[src/rtl/adc_capture_pkg.sv]
// Shared constants for the ADC snapshot capture sequencer: state encoding,
// trigger mode codes and a small state-decode helper.
package adc_capture_pkg;

  localparam logic [2:0] IDLE = 3'd0;
  localparam logic [2:0] PRE  = 3'd1;
  localparam logic [2:0] WAIT = 3'd2;
  localparam logic [2:0] POST = 3'd3;
  localparam logic [2:0] DONE = 3'd4;

  localparam logic [1:0] MODE_IMM  = 2'd0;
  localparam logic [1:0] MODE_RISE = 2'd1;
  localparam logic [1:0] MODE_FALL = 2'd2;
  localparam logic [1:0] MODE_EXT  = 2'd3;

  // States in which samples are written to the snapshot RAM.
  function automatic logic is_capturing(input logic [2:0] st);
    return (st == PRE) || (st == WAIT) || (st == POST);
  endfunction

endpackage

[src/rtl/adc_trig_det.sv]
// Trigger detector: tracks the previous sample and evaluates the selected
// trigger condition; hit is combinational and only asserted with in_v.
module adc_trig_det
  import adc_capture_pkg::*;
#(
  parameter int isz = 10
) (
  input  logic           clk,
  input  logic           reset,
  input  logic           in_v,
  input  logic [isz-1:0] in_dat,
  input  logic [1:0]     mode,
  input  logic [isz-1:0] thresh,
  input  logic           ext_trig,
  output logic           hit
);

  logic signed [isz-1:0] prev_reg;
  logic signed [isz-1:0] cur_s;
  logic signed [isz-1:0] thr_s;
  logic                  cond;

  assign cur_s = $signed(in_dat);
  assign thr_s = $signed(thresh);

  // prev follows every strobed sample regardless of sequencer state.
  always_ff @(posedge clk) begin
    if (reset) begin
      prev_reg <= '0;
    end else if (in_v) begin
      prev_reg <= cur_s;
    end
  end

  always_comb begin
    cond = 1'b0;
    case (mode)
      MODE_IMM:  cond = 1'b1;
      MODE_RISE: cond = (prev_reg < thr_s) && (cur_s >= thr_s);
      MODE_FALL: cond = (prev_reg > thr_s) && (cur_s <= thr_s);
      MODE_EXT:  cond = ext_trig;
      default:   cond = 1'b0;
    endcase
  end

  assign hit = in_v & cond;

endmodule

[src/rtl/adc_capture_ctl.sv]
// Capture sequencer for the ADC snapshot RAM: pre-trigger fill, circular
// wait for a trigger, post-trigger fill, with a fully registered write port.
module adc_capture_ctl
  import adc_capture_pkg::*;
#(
  parameter int isz = 10,
  parameter int asz = 10
) (
  input  logic           clk,
  input  logic           reset,
  input  logic           arm,
  input  logic           abort,
  input  logic [1:0]     mode,
  input  logic [isz-1:0] thresh,
  input  logic [asz-1:0] pretrig,
  input  logic           ext_trig,
  input  logic           in_v,
  input  logic [isz-1:0] in_dat,
  input  logic           in_otr,
  output logic           wen,
  output logic [asz-1:0] waddr,
  output logic [isz:0]   wdat,
  output logic           busy,
  output logic           done,
  output logic [asz-1:0] trig_addr
);

  logic [2:0]     state_reg, state_next;
  logic [asz-1:0] ptr_reg, ptr_next;
  logic [asz-1:0] cnt_reg, cnt_next;
  logic [asz-1:0] pre_reg, pre_next;
  logic [asz-1:0] trig_addr_reg, trig_addr_next;
  logic           wen_reg;
  logic [asz-1:0] waddr_reg;
  logic [isz:0]   wdat_reg;

  logic           hit;
  logic           capturing;
  logic           wr_go;
  logic [asz-1:0] post_cnt;

  adc_trig_det #(
    .isz(isz)
  ) u_trig_det (
    .clk     (clk),
    .reset   (reset),
    .in_v    (in_v),
    .in_dat  (in_dat),
    .mode    (mode),
    .thresh  (thresh),
    .ext_trig(ext_trig),
    .hit     (hit)
  );

  assign capturing = is_capturing(state_reg);
  // A sample arriving with abort is dropped; the capture is being torn down.
  assign wr_go     = capturing & in_v & ~abort;
  // 2^asz-1-pretrig samples follow the trigger sample.
  assign post_cnt  = ~pre_reg;

  always_comb begin
    state_next     = state_reg;
    ptr_next       = ptr_reg;
    cnt_next       = cnt_reg;
    pre_next       = pre_reg;
    trig_addr_next = trig_addr_reg;

    case (state_reg)
      IDLE, DONE: begin
        if (arm && !abort) begin
          ptr_next   = '0;
          pre_next   = pretrig;
          cnt_next   = pretrig;
          state_next = (pretrig == '0) ? WAIT : PRE;
        end
      end
      PRE: begin
        if (wr_go) begin
          cnt_next = cnt_reg - 1'b1;
          if (cnt_reg == {{(asz-1){1'b0}}, 1'b1}) begin
            state_next = WAIT;
          end
        end
      end
      WAIT: begin
        if (wr_go && hit) begin
          trig_addr_next = ptr_reg;
          cnt_next       = post_cnt;
          state_next     = (post_cnt == '0) ? DONE : POST;
        end
      end
      POST: begin
        if (wr_go) begin
          cnt_next = cnt_reg - 1'b1;
          if (cnt_reg == {{(asz-1){1'b0}}, 1'b1}) begin
            state_next = DONE;
          end
        end
      end
      default: begin
        state_next = IDLE;
      end
    endcase

    if (wr_go) begin
      ptr_next = ptr_reg + 1'b1;
    end

    if (capturing && abort) begin
      state_next = IDLE;
    end
  end

  always_ff @(posedge clk) begin
    if (reset) begin
      state_reg     <= IDLE;
      ptr_reg       <= '0;
      cnt_reg       <= '0;
      pre_reg       <= '0;
      trig_addr_reg <= '0;
    end else begin
      state_reg     <= state_next;
      ptr_reg       <= ptr_next;
      cnt_reg       <= cnt_next;
      pre_reg       <= pre_next;
      trig_addr_reg <= trig_addr_next;
    end
  end

  // Write port: one registered stage between the sample strobe and the RAM.
  always_ff @(posedge clk) begin
    if (reset) begin
      wen_reg   <= 1'b0;
      waddr_reg <= '0;
      wdat_reg  <= '0;
    end else begin
      wen_reg <= wr_go;
      if (wr_go) begin
        waddr_reg <= ptr_reg;
        wdat_reg  <= {in_otr, in_dat};
      end
    end
  end

  assign wen       = wen_reg;
  assign waddr     = waddr_reg;
  assign wdat      = wdat_reg;
  assign busy      = capturing;
  assign done      = (state_reg == DONE);
  assign trig_addr = trig_addr_reg;

endmodule

[config.mk]
export PLATFORM = sky130hd
export DESIGN_NAME = adc_capture_ctl
export DESIGN_NICKNAME = d
export VERILOG_FILES = /design/src/rtl/adc_capture_pkg.sv /design/src/rtl/adc_trig_det.sv /design/src/rtl/adc_capture_ctl.sv
export SDC_FILE = /design/constraint.sdc
export NUM_CORES = 1
export LEC_CHECK = 0
export CORE_MARGIN = 3
export CORE_UTILIZATION = 30
export DETAILED_ROUTE_END_ITERATION = 6
export PLACE_DENSITY_LB_ADDON = 0.12
export SYNTH_ARGS = -nofsm -noshare
export SYNTH_HDL_FRONTEND = slang
export SYNTH_HIERARCHICAL = 1
export SYNTH_SLANG_ARGS = --single-unit
[constraint.sdc]
create_clock -name clk -period 3.5 [get_ports clk]
set_input_delay 0.35 -clock clk [delete_from_list [all_inputs] [get_ports clk]]
set_output_delay 0.35 -clock clk [all_outputs]
set_load 0.02 [all_outputs]
==> key figures <==
CTS
  – CTS Buffer Depth: 2
  – Clock sink count: 75
  – CTS buffer count: 9
  – Post_cts resized: 0
  – Setup bufs post-CTS: 0
  – Root Driver: clkbuf_16
  – CTS H-tree lvls: 3
  – Worst-skew pair later-pin latency: approximately 340 ps
  – Cts hold-fix bufs: 0
  – CTS tree: built
  – Worst-path clk slew: 60 ps

Synthesis
  – Avg Inst Size Synth: about 8.3 um^2
  – Post-synth EDFFs: 0
  – Syn_nets: 542
  – Synth Cell Area: 3980 um^2
  – Register area share after synthesis: around 38%
  – Synth top area cells: dfxtp_1 (38%), a21oi_1 (7.4%), nand2_1 (7.4%)
  – Synthesis Warnings: 6
  – Synth async-reset ratio: 0%
  – Synth top area share: approximately 38%
  – Post-synth top area cell: dfxtp_1
  – Synthesized flop and latch total: 75
  – Unique masters post-synth: 63
  – Mapped Cells: 480
  – Most common flop cell mapped by yosys: dfxtp_1

Setup path
  – CP Buf/Inv Count: 3
  – Max incr delay on CP: 450 ps
  – Worst-path cell chain: clkdlybuf4s50_1, inv_1, ha_1, a21oi_2, o21ai_2, a2111oi_4, o21ai_1, and3b_1, nor4_2, nand3b_1, buf_4, nor2_8, mux2i_1, nor2_1
  – Setup Crit Path Kind: in2reg
  – CP Depth: 14
  – Critical Path End: trig_addr[5]
  – Worst Setup SP: thresh[5]
  – R2r setup slk: 820 ps
  – Worst path required time: approximately 3700 ps
  – Reg2reg end: trig_addr[5]
  – Crit start category: primary input
  – FF-to-FF Start: u_trig_det/prev_reg[8]
  – Slowest cell on crit path: clkdlybuf4s50_1
  – Arr. time, crit path: 3260 ps
  – Critical Path End Type: flip-flop
  – Largest fanout on the critical path: 10
  – FF-to-FF path depth: 11
  – Largest delay share family, worst path: simple AND/OR/NAND/NOR gates

STA
  – Tightest Pin Transition: 868 ps
  – Final setup vio count: 0
  – Fin crit period: 3040 ps
  – Clock Skews: 4.92 ps
  – Pins over their slew limit: 0
  – Fmax: 328 MHz
  – Hold_ws: 452 ps
  – Hold Vio Cnt, Final: 0
  – Tcrit/Tclk final: between 80 and 90%
  – Max_slew headroom: 42.0%
  – Setup total negative slack: 0 ps
  – RSZ-0062 raised after global routing: no

Routing
  – 1st-iter DRT viols: 185
  – Final antenna-violating net count: 0
  – Wire per inst: approximately 15 um
  – DR vias: 3636
  – Drt total wl: approximately 11 mm
  – DR pass1 iterations: 4
  – DRC: 0
  – Vias/cell: 5.02

Placed design
  – Gp weighted congestion: 0.793
  – Placed instance area: 4890 um^2
  – I/O Buffers: 72
  – Hpwl dp: 7.91 mm

Final layout
  – Share of layout cells above drive strength 1: around 8.3%
  – Commonest non-fill, non-tap cell in the layout: nand2_1
  – Layout net count: 610
  – # fillers: 1300
  – Diode count: 0
  – Most frequent cells in the layout: nand2_1 (78), dfxtp_1 (75), clkdlybuf4s50_1 (71), a21oi_1 (59), nor2_1 (32)
  – Area growth, synth to finish: 31.2%
  – Largest register FFs: 11
  – Design area: 5230 um^2
  – Finished Core Util: about two fifths

GRT
  – Global-route wire length before repair: 17.7 mm
  – Number of global-route vias before repair: ~3400
  – Global route overflow: 0
  – Initial antenna violation count: 0
  – Largest net degree at the start of global routing: 42
  – Tot GR Track Use: between 15 and 20%

Floorplanning
  – Die Y: 121 um
  – Boundary Pins: 73
  – Area of the core: 12800 um^2
  – Row Count: 41
  – Initial Util: 31.2%
  – Die area: 14700 um^2
  – Die width: 121 um

Pwr
  – Maximum VDD drop: 0.195 mV
  – P per Cell Area: between 400 and 500 nW/um^2
  – Pleak: roughly 0.0019 uW

Min path
  – Hold Path Class: reg2reg

Run
  – Max_cap viols: 0

Outcome
  – Outcome: completed
cells by family after synthesis:
family / after synthesis / synth area share [%]
mux: 21 / 5.28
buf+inv: 48 / 4.87
simple gates: 183 / 23.8
compound gates: 130 / 21.1
flops: 75 / 37.7
fa+ha+maj: 23 / 7.23
worst reg2reg max path: stages, from the launching register on:
cell,delay [ps]
dfxtp_1,310
ha_1,300
nand3_1,90
or3_1,410
o211ai_1,250
a32oi_1,150
nor4_2,210
nand3b_1,140
buf_4,180
nor2_8,240
mux2i_1,230
nor2_1,50
layer usage:
layer / global-route usage [%] / vias to the layer above / part of all wire [%]
li1: - / 1852 / -
met1: 20.8 / 1707 / 49
met2: 23.5 / 66 / 45
met3: 3.45 / 11 / 4.4
met4: 5.11 / 0 / 1.3
met5: 0 / - / 0
how the worst min path moves through the flow:
stage / from / to / slack (ps) / cells past startpoint
after floorplan: pre_reg[3] / pre_reg[3] / 450 / 2
after global placement: wdat[3] / wdat[3] / 450 / 2
after detailed placement: wdat[5] / wdat[5] / 450 / 2
after CTS: wdat[5] / wdat[5] / 460 / 2
after global routing: waddr[8] / waddr[8] / 480 / 2
final: waddr[9] / waddr[9] / 450 / 2
metrics by stage:
step | setup WS [ps] | total power (uW) | instances
after global routing | 223 | 2600 | 724
after detailed placement | 72.2 | 1440 | 709
after CTS | 426 | 2510 | 724
after floorplan | 674 | 1270 | 480
final | 456 | 2480 | 724
after global placement | 110 | 1430 | 709
cell type report:
| class | instances | area, um^2 | share of cell area, % |
|---|---|---|---|
| sequential | 75 | 1500 | 28.7 |
| clock inverter | 6 | 113 | 2.16 |
| tap | 172 | 215 | 4.12 |
| timing repair buffer | 84 | 806 | 15.4 |
| clock buffer | 9 | 225 | 4.31 |
| inverter | 21 | 78.8 | 1.51 |
| multi-input combinational | 357 | 2290 | 43.7 |
synth_stat cells (7+ instances only):
| library cell | number |
|---|---|
| a21oi_1 | 59 |
| buf_2 | 11 |
| clkbuf_1 | 15 |
| dfxtp_1 | 75 |
| ha_1 | 23 |
| inv_1 | 20 |
| mux2i_1 | 21 |
| nand2_1 | 78 |
| nand2b_1 | 9 |
| nand4_1 | 7 |
| nor2_1 | 32 |
| nor3_1 | 10 |
| o21ai_0 | 10 |
| o21ai_1 | 11 |
power breakdown:
group / internal, uW / switching [uW] / total [uW]
clock network: 696 / 368 / 1060
logic: 201 / 275 / 477
registers: 894 / 48.7 / 943
total: 1790 / 692 / 2480
Note: power is estimated with default switching activity, not from simulation.
